File: config.mk
export PLATFORM = sky130hd
export DESIGN_NAME = fetch_ctl_flat
export DESIGN_NICKNAME = d
export VERILOG_FILES = /design/src/rtl/fetch_pkg.sv /design/src/rtl/fetch_ctl_if.sv /design/src/rtl/fetch_queue.sv /design/src/rtl/fetch_ctl.sv /design/src/flat_wrapper.sv
export SDC_FILE = /design/constraint.sdc
export NUM_CORES = 1
export LEC_CHECK = 0
export BUFFER_PORTS_ARGS = -buffer_cell sky130_fd_sc_hd__buf_2
export CAP_MARGIN = 20
export CORE_MARGIN = 2
export CORE_UTILIZATION = 45
export CTS_CLUSTER_DIAMETER = 100
export DETAILED_ROUTE_END_ITERATION = 8
export PLACE_DENSITY = 0.67
export SYNTH_ARGS = -nofsm -noshare
export SYNTH_HDL_FRONTEND = slang
export SYNTH_HIERARCHICAL = 1
export SYNTH_SLANG_ARGS = --single-unit
File: constraint.sdc
create_clock -name clk -period 3.2 [get_ports clk]
set_input_delay 0.48 -clock clk [delete_from_list [all_inputs] [get_ports clk]]
set_output_delay 0.48 -clock clk [all_outputs]
set_load 0.005 [all_outputs]
File: src/rtl/fetch_pkg.sv
// Shared types and constants for the instruction fetch sequencer.
// No logic here; imported by the queue, the interface users and the top.
package fetch_pkg;

  typedef enum logic [1:0] {
    IDLE,
    FETCH,
    KILL
  } state_e;

  localparam int PARCEL_W   = 16;
  localparam int WORD_BYTES = 4;

endpackage

File: src/rtl/fetch_ctl_if.sv
// Instruction memory port: request held with a stable address until ack; ack may arrive in the request cycle.
// master = fetch sequencer, slave = instruction memory.
interface fetch_ctl_if #(
  parameter int RV = 32
);

  logic          mem_req;
  logic [RV-1:0] mem_addr;
  logic          mem_ack;
  logic [RV-1:0] mem_rdata;

  modport master (output mem_req, mem_addr, input mem_ack, mem_rdata);
  modport slave  (input mem_req, mem_addr, output mem_ack, mem_rdata);

endinterface

File: src/rtl/fetch_queue.sv
// Halfword FIFO, 0/1/2 parcels pushed and 1 popped per cycle; head is register-backed (zero-latency read).
// No internal backpressure: the caller only pushes when count leaves room for two parcels.
module fetch_queue
  import fetch_pkg::*;
#(
  parameter  int DEPTH = 4,
  localparam int AW    = $clog2(DEPTH),
  localparam int CW    = AW + 1
) (
  input  logic                clk,
  input  logic                reset,
  input  logic                flush,
  input  logic [1:0]          push_n,
  input  logic [PARCEL_W-1:0] push_p0,
  input  logic [PARCEL_W-1:0] push_p1,
  input  logic                pop,
  output logic [CW-1:0]       count,
  output logic [PARCEL_W-1:0] head_dat,
  output logic                head_vld
);

  localparam logic [AW-1:0] PTR_ONE = AW'(1);

  logic [PARCEL_W-1:0] mem [DEPTH];
  logic [AW-1:0]       head;
  logic [AW-1:0]       tail;

  always_ff @(posedge clk or posedge reset) begin
    if (reset) begin
      head  <= '0;
      tail  <= '0;
      count <= '0;
      for (int i = 0; i < DEPTH; i++) begin
        mem[i] <= '0;
      end
    end else if (flush) begin
      // Leave head where it is so ins keeps showing the old head value.
      tail  <= head;
      count <= '0;
    end else begin
      if (push_n != 2'd0) begin
        mem[tail] <= push_p0;
      end
      if (push_n == 2'd2) begin
        mem[tail + PTR_ONE] <= push_p1;
      end
      tail <= tail + AW'(push_n);
      if (pop) begin
        head <= head + PTR_ONE;
      end
      count <= count + CW'(push_n) - CW'(pop);
    end
  end

  assign head_dat = mem[head];
  assign head_vld = (count != '0);

endmodule

File: src/rtl/fetch_ctl.sv
// Fetch sequencer: words from the memory port become 16-bit parcels, one per cycle to decode; redirect->parcel in 2 cycles.
// stall holds the queue head; fetching pauses while fewer than two parcel slots are free.
module fetch_ctl
  import fetch_pkg::*;
#(
  parameter int          RV       = 32,
  parameter int          DEPTH    = 4,
  parameter logic [31:0] RESET_PC = 32'h0000_0000
) (
  input  logic                clk,
  input  logic                reset,
  input  logic                redirect,
  input  logic [RV-1:0]       redirect_pc,
  input  logic                stall,
  output logic [PARCEL_W-1:0] ins,
  output logic                rdone,
  output logic [RV-1:0]       pc,
  fetch_ctl_if.master         mem
);

  localparam int            CW        = $clog2(DEPTH) + 1;
  localparam logic [RV-1:0] HALF_MASK = ~RV'(1);
  localparam logic [RV-1:0] WORD_MASK = ~RV'(WORD_BYTES - 1);
  localparam logic [RV-1:0] RST_PC    = RV'(RESET_PC);

  state_e              state;
  state_e              state_nxt;
  logic [RV-1:0]       faddr;
  logic [RV-1:0]       kill_addr;
  logic                skip_low;
  logic                space;
  logic                issue;
  logic                req;
  logic                keep;
  logic [1:0]          push_n;
  logic [PARCEL_W-1:0] push_p0;
  logic [CW-1:0]       count;
  logic                head_vld;

  assign space = (int'(count) + 2) <= DEPTH;

  // IDLE issues combinationally so a fresh request goes out the cycle after a flush.
  always_comb begin
    state_nxt = state;
    issue     = (state == IDLE) && space && !redirect;
    req       = !reset && (issue || state == FETCH || state == KILL);
    case (state)
      IDLE:    if (issue && !mem.mem_ack) state_nxt = FETCH;
      FETCH: begin
        if (mem.mem_ack)   state_nxt = IDLE;
        else if (redirect) state_nxt = KILL;
      end
      KILL:    if (mem.mem_ack) state_nxt = IDLE;
      default: state_nxt = IDLE;
    endcase
  end

  assign keep    = req && mem.mem_ack && (state != KILL) && !redirect;
  assign push_n  = !keep ? 2'd0 : (skip_low ? 2'd1 : 2'd2);
  assign push_p0 = skip_low ? mem.mem_rdata[31:16] : mem.mem_rdata[15:0];

  assign mem.mem_req  = req;
  assign mem.mem_addr = !req ? '0 : ((state == KILL) ? kill_addr : faddr);

  assign rdone = head_vld && !stall && !redirect;

  always_ff @(posedge clk or posedge reset) begin
    if (reset) begin
      state     <= IDLE;
      pc        <= RST_PC & HALF_MASK;
      faddr     <= RST_PC & WORD_MASK;
      skip_low  <= RST_PC[1];
      kill_addr <= '0;
    end else begin
      state <= state_nxt;
      // Tracks the outstanding address so a kill keeps presenting it after faddr retargets.
      if (state == FETCH) begin
        kill_addr <= faddr;
      end
      if (redirect) begin
        pc       <= redirect_pc & HALF_MASK;
        faddr    <= redirect_pc & WORD_MASK;
        skip_low <= redirect_pc[1];
      end else begin
        if (keep) begin
          faddr    <= faddr + RV'(WORD_BYTES);
          skip_low <= 1'b0;
        end
        if (rdone) begin
          pc <= pc + RV'(2);
        end
      end
    end
  end

  fetch_queue #(
    .DEPTH (DEPTH)
  ) u_queue (
    .clk      (clk),
    .reset    (reset),
    .flush    (redirect),
    .push_n   (push_n),
    .push_p0  (push_p0),
    .push_p1  (mem.mem_rdata[31:16]),
    .pop      (rdone),
    .count    (count),
    .head_dat (ins),
    .head_vld (head_vld)
  );

endmodule

File: src/flat_wrapper.sv
// flat-port wrapper written by rule: the top's interface ports become plain ports
module fetch_ctl_flat import fetch_pkg::*;
#(
  parameter int          RV       = 32,
  parameter int          DEPTH    = 4,
  parameter logic [31:0] RESET_PC = 32'h0000_0000
)
  (clk, reset, redirect, redirect_pc, stall, ins, rdone, pc, mem_mem_req, mem_mem_addr, mem_mem_ack, mem_mem_rdata);
  fetch_ctl_if #(.RV(RV)) mem_i ();
  input  logic clk;
  input  logic reset;
  input  logic redirect;
  input  logic [RV-1:0] redirect_pc;
  input  logic stall;
  output logic [PARCEL_W-1:0] ins;
  output logic rdone;
  output logic [RV-1:0] pc;
  output wire logic [$bits(mem_i.mem_req)-1:0] mem_mem_req;
  output wire logic [$bits(mem_i.mem_addr)-1:0] mem_mem_addr;
  input wire logic [$bits(mem_i.mem_ack)-1:0] mem_mem_ack;
  input wire logic [$bits(mem_i.mem_rdata)-1:0] mem_mem_rdata;
  assign mem_mem_req = mem_i.mem_req;
  assign mem_mem_addr = mem_i.mem_addr;
  assign mem_i.mem_ack = mem_mem_ack;
  assign mem_i.mem_rdata = mem_mem_rdata;
  fetch_ctl #(.RV(RV), .DEPTH(DEPTH), .RESET_PC(RESET_PC)) u_core (.clk(clk), .reset(reset), .redirect(redirect), .redirect_pc(redirect_pc), .stall(stall), .ins(ins), .rdone(rdone), .pc(pc), .mem(mem_i));
endmodule
### Word-level counts from Yosys, hierarchy flattened

Index checks and enable logic that the tools add are counted.

* register bits: 170
* logic and storage cells: 91
* output and inout port bits: 82

* eq/ne operators: 7
* order comparisons: 6
* reduce and logical (&&, ||, !) cells: 24
* muxes and demuxes: 30
* bitwise logic cells: 4
* $add $sub $neg: 8

Operator list (count)
* 2-to-1 mux 32 bit: 6
* 2-to-1 mux 64 bit: 3
* bitwise mux 64 bit: 2
* 2-to-1 mux 16 bit: 5
* demux 16 bit (select 2 bit): 2
* adder 32 x 2 -> 32 bit, second input constant: 1
* adder 32 x 3 -> 32 bit, second input constant: 1
* binary-select mux 16 bit (select 2 bit): 1
* less-or-equal comparator 32 x 4 -> 1 bit, second input constant: 1
* 2-to-1 mux 2 bit: 7
* logical AND 1 bit: 11
* >= comparator 3 bit, second input constant: 3
* NOT 2 -> 3 bit: 3
* less-than comparator 3 x 1 -> 1 bit, second input constant: 2
* inequality test 2 bit, second input constant: 3
* one-hot mux 2 bit (3 select lines): 1
* nonzero test 2 bit: 3
* adder 2 x 1 -> 2 bit, second input constant: 2
* adder 3 x 2 -> 4 bit, second input constant: 1
* == test 2 bit, second input constant: 2
* logical NOT 1 bit: 4
* adder 3 x 2 -> 3 bit: 1
* 2-to-1 mux 3 bit: 1
* inequality test 3 bit, second input constant: 1
* 10 further kinds: 12

### Depth between registers and ports, before layout

* word-level depth: 16
* mapped depth: 14
* depth with buffers taken out: 10

### By module

The synthesis kept the hierarchy.

Modules (own cells, without submodules)
* fetch_ctl: area each 5505.3 um^2, times used 1, cells each 589
* fetch_queue: area each 3836.2 um^2, times used 1, cells each 286

### Least setup slack after synthesis

No wires, ideal clock.

* kind: flip-flop to flip-flop
* start: register u_core.u_queue.count[1]
* end: register u_core/u_queue/mem[52] (netlist bit)
* path buffers: 5
* data arrival time: 3099 ps
* setup slack: 28 ps
* cell stages (with the launch flop): 15
* cell sequence: dfrtp_1 ha_1 or2_1 a31o_1 buf_6 or2_2 clkbuf_1 nor3b_1 buf_2 nor2b_4 buf_6 nand3_4 buf_1 o22ai_1 a2bb2oi_2

* longest elaborated chain between the ends: 16
* elaborated cells on any way between the ends: 17

RTL lines
* start, declared: RTL line fetch_queue.sv:17 `output logic [CW-1:0] count,`
* start signal, assigned: RTL line fetch_queue.sv:51 `count <= count + CW'(push_n) - CW'(pop);`
* adder 3 x 2 -> 4 bit *: RTL line fetch_ctl.sv:40 `assign space = (int'(count) + 2) <= DEPTH;`
* less-or-equal comparator 32 x 4 -> 1 bit *: RTL line fetch_ctl.sv:40
* logical AND 1 bit * (2 in series): RTL line fetch_ctl.sv:45 `issue = (state == IDLE) && space && !redirect;`
* logical OR 1 bit * (2 in series): RTL line fetch_ctl.sv:46 `req = !reset && (issue || state == FETCH || state == KILL);`
* logical AND 1 bit *: RTL line fetch_ctl.sv:46
* logical AND 1 bit * (3 in series): RTL line fetch_ctl.sv:58 `assign keep = req && mem.mem_ack && (state != KILL) && !redirect;`
* 2-to-1 mux 2 bit *: RTL line fetch_ctl.sv:59 `assign push_n = !keep ? 2'd0 : (skip_low ? 2'd1 : 2'd2);`
* named net u_core.push_n[0]: RTL line fetch_ctl.sv:35 `logic [1:0] push_n;`
* nonzero test 2 bit: RTL line fetch_queue.sv:41 `if (push_n != 2'd0) begin`
* 2-to-1 mux 64 bit: RTL line fetch_queue.sv:41
* 2-to-1 mux 64 bit: RTL line fetch_queue.sv:36 `end else if (flush) begin`
* bitwise mux 64 bit: RTL line fetch_queue.sv:45 `mem[tail + PTR_ONE] <= push_p1;`
* 2-to-1 mux 64 bit *: RTL line fetch_queue.sv:44 `if (push_n == 2'd2) begin`
* end signal, assigned by index: RTL line fetch_queue.sv:42 `mem[tail] <= push_p0;`
* end signal, assigned by index: RTL line fetch_queue.sv:45
* end, declared: RTL line fetch_queue.sv:24 `logic [PARCEL_W-1:0] mem [DEPTH];`

Mark *: on every way through the listed nets, which the timed path passes. The rest lies on a longest branch. The select of a mux whose other input is x is not followed.
A chain may end at the register's enable or synchronous reset.

### Worst setup path in the final report

* start: register u_core.u_queue.count[1]
* end: register u_core/u_queue/mem[10] (netlist bit)

Same word-level chain as after synthesis.

==> impl_metrics.env <==
export IMPL_clkLatencyLatePin_ns=0.43
export IMPL_synth_top_flop_cell="dfrtp_1"
export IMPL_clk_pin_slew_ns=0.07
export IMPL_holdBufCountCts=0
export IMPL_rows=52
export IMPL_gp_congestion=0.823
export IMPL_cts_tree="done"
export IMPL_initial_core_util_pct=46.0
export IMPL_dp_cells=1259
export IMPL_postRouteAntennaNets=0
export IMPL_min_period_ns=3.04
export IMPL_worstMarginPinSlew_ns=0.818
export IMPL_synthMuxAreaShare_pct=12.5
export IMPL_syn_instance_count=875
export IMPL_drive_gt1_share_pct=34.5
export IMPL_dp_hpwl_mm=16.7
export IMPL_synth_xor_area_share_pct=4.78
export IMPL_crit_path_end_kind="register"
export IMPL_area_delta_synth_final_pct=18.3
export IMPL_critPathKind="reg -> reg"
export IMPL_htree_levels=4
export IMPL_hold_violations=0
export IMPL_power_leakage_nw=4.82
export IMPL_drc=0
export IMPL_syn_avg_cell_area_um2=10.7
export IMPL_diodes=0
export IMPL_multiInputGateArea_mm2=0.00480
export IMPL_die_h_um=148
export IMPL_ctsLongestPathBuffers=2
export IMPL_setup_viol=0
export IMPL_yosysSeqAreaShare_pct=44.2
export IMPL_fillers=1831
export IMPL_grt_usage_pct=22.8
export IMPL_synth_compound_area_share_pct=18.4
export IMPL_ys_seq_elements=165
export IMPL_ios=151
export IMPL_wl_mm=24.2
export IMPL_io_buffers=146
export IMPL_numCtsBuffers=17
export IMPL_finClkSkew_ns=0.0105
export IMPL_root_buffer="clkbuf_16"
export IMPL_slew_violations=0
export IMPL_yosys_area_share_simple_pct=14.3
export IMPL_dr_pass1_iters=5
export IMPL_placed_area_mm2=0.0104
export IMPL_maxCapViolCount=0
export IMPL_wirelength_met1_mm=10.8
export IMPL_viasPerCell=5.74
export IMPL_synth_edf_count=0
export IMPL_powerDensity_mw_per_mm2=717
export IMPL_synth_most_common_cell="dfrtp_1"
export IMPL_seqCellArea_mm2=0.00413
export IMPL_crit_path_start_kind="register"
export IMPL_async_flop_share_pct=100
export IMPL_top_layer_used="met4"
export IMPL_vias=7420
export IMPL_die_x_um=148
export IMPL_synth_top_area_share_pct=44.2
export IMPL_overflow=0
export IMPL_hp_class="in -> async"
export IMPL_status="completed"
export IMPL_grt_pass1_vias=7515
export IMPL_ys_types=58
export IMPL_synth_top_family_by_area="compound AO/OA/AOI/OAI gates"
export IMPL_clock_sinks=165
export IMPL_path_max_fanout=9
export IMPL_synthTopCellsByArea="dfrtp_1 (44%), mux2_2 (8.0%), a2bb2oi_2 (4.8%), o22ai_1 (4.3%), mux4_2 (3.9%)"
export IMPL_max_freq_mhz=329
export IMPL_wire_per_inst_um=18.8
export IMPL_fp_coreArea_mm2=0.0203
export IMPL_final_cells=1292
export IMPL_final_period_utilization_pct=95.0
export IMPL_yosysTopAreaCell="dfrtp_1"
export IMPL_grt_max_degree=70
export IMPL_drtIter0Drc=440
export IMPL_dieArea_mm2=0.0219
export IMPL_antenna_found_initial=0
export IMPL_grt_pass1_wl_mm=40.0
export IMPL_cp_data_required_time_ns=3.54
export IMPL_synthAdderAreaFrac_pct=1.15
export IMPL_synth_commonest_cells="dfrtp_1 (165), nand2_1 (86), mux2_2 (66)"
export IMPL_critPathArrivalTime_ns=3.38
export IMPL_yosys_warnings=6
export IMPL_final_area_mm2=0.0111
export IMPL_fin_nets=1086
export IMPL_relSlewSlack_pct=45.4
export IMPL_ir_drop_mv=0.345
export IMPL_dr_wl_met2_mm=11.5
export IMPL_syn_area_mm2=0.00934
export IMPL_met3_length_mm=1.69
[routing by layer]
metal  track usage [%]  vias up
met2              35.7      235
li1                  -     3515
met1              31.9     3650
met3              6.10       20
met4              5.48        0
met5                 0        -
[report_power, final]
group / internal (mW) / leakage, nW / switching (mW) / total [mW]
registers: 2.79 / 1.99 / 0.539 / 3.33
clock network: 1.18 / 0.296 / 0.907 / 2.09
logic: 1.46 / 2.53 / 1.06 / 2.51
total: 5.42 / 4.82 / 2.50 / 7.93
[layout make-up]
cell class / instances / share of cell area [%]
tap: 270 / 3.06
sequential: 165 / 37.4
timing repair buffer: 187 / 10.0
clock inverter: 14 / 1.52
clock buffer: 18 / 3.88
multi-input combinational: 616 / 43.4
inverter: 22 / 0.759
[cell usage in the layout, fill, tap and decap left out, drive strengths merged, types with 3 or more instances in the layout]
cell,count
dfrtp,165
nand2b,10
buf,187
a21boi,10
and3,6
nand4,13
and4,16
nor2b,8
mux4,16
or3,8
clkinv,7
or2,3
o22ai,64
clkbuf,18
nand2,89
nor2,20
a2bb2oi,60
mux2,66
nor4,17
xnor2,32
ha,7
o2bb2a,4
a31oi,4
a21oi,48
mux2i,6
o31ai,5
nor3,34
and2,3
xor2,19
o21ai,14
nand3,16
conb,3
inv,27
[repair_timing]
| item | in CTS | in global routing |
|---|---|---|
| buffers inserted | 0 | 1 |
| resized for setup | 0 | 2 |
| endpoints found under the setup margin | 0 | 51 |
[sequential cells by signal, indices dropped and copies added (netlist names)]
name and flops:
u_core/state 2, u_core/u_queue/head 2, u_core/u_queue/count 3, u_core/u_queue/mem 64, u_core/faddr 30, u_core/kill_addr 30
u_core/pc 31, u_core/skip_low 1, u_core/u_queue/tail 2
[worst max-delay path, cell delays in order (launching register included)]
cell	delay, ns
dfrtp_1	0.41
ha_1	0.31
or2_1	0.23
a31o_1	0.23
or2_2	0.37
nor3b_1	0.24
buf_4	0.22
o211ai_2	0.29
a21oi_4	0.23
buf_4	0.21
a2bb2oi_1	0.20
[logic make-up after synthesis]
family | after synthesis
buffers and inverters | 96
other | 1
flip-flops | 165
AND/OR/NAND/NOR | 251
XOR/XNOR | 51
AO/OA/AOI/OAI | 215
adder cells (fa/ha/maj) | 8
multiplexers | 88
[path summary, 6_finish.rpt]
| path | from | end | slack [ns] | cells past startpoint |
|---|---|---|---|---|
| max | u_core/u_queue/count[1]$_DFF_PP0_ | u_core/u_queue/mem[10]$_DFFE_PP0N_ | 0.16 | 10 |
| min | reset | u_core/faddr[7]$_DFFE_PP0P_ | 0.15 | 2 |
| max reg2reg | u_core/u_queue/count[1]$_DFF_PP0_ | u_core/u_queue/mem[10]$_DFFE_PP0N_ | 0.16 | 10 |
| min reg2reg | u_core/kill_addr[7]$_DFFE_PP0N_ | u_core/kill_addr[7]$_DFFE_PP0N_ | 0.48 | 2 |
| max in group asynchronous | reset | u_core/u_queue/mem[4]$_DFFE_PP0N_ | 2.26 | 3 |
| min in group clk | mem_mem_ack | u_core/state[1]$_DFFE_PP0P_ | 0.24 | 2 |
[through the flow]
step	power [mW]	setup TNS (ns)	util [%]	hold slack (ns)	setup slack, ns
after floorplan	5.02	0	-	0.450	0.0280
after global placement	5.79	0	51.4	0.463	0.132
after detailed placement	5.88	0	51.4	0.476	0.0878
after CTS	7.99	0	54.4	0.144	0.0629
after global routing	8.39	-0.224	54.4	0.175	-0.0380
final	7.93	0	54.4	0.153	0.159
No activity file was read; power rests on OpenSTA's default activity.
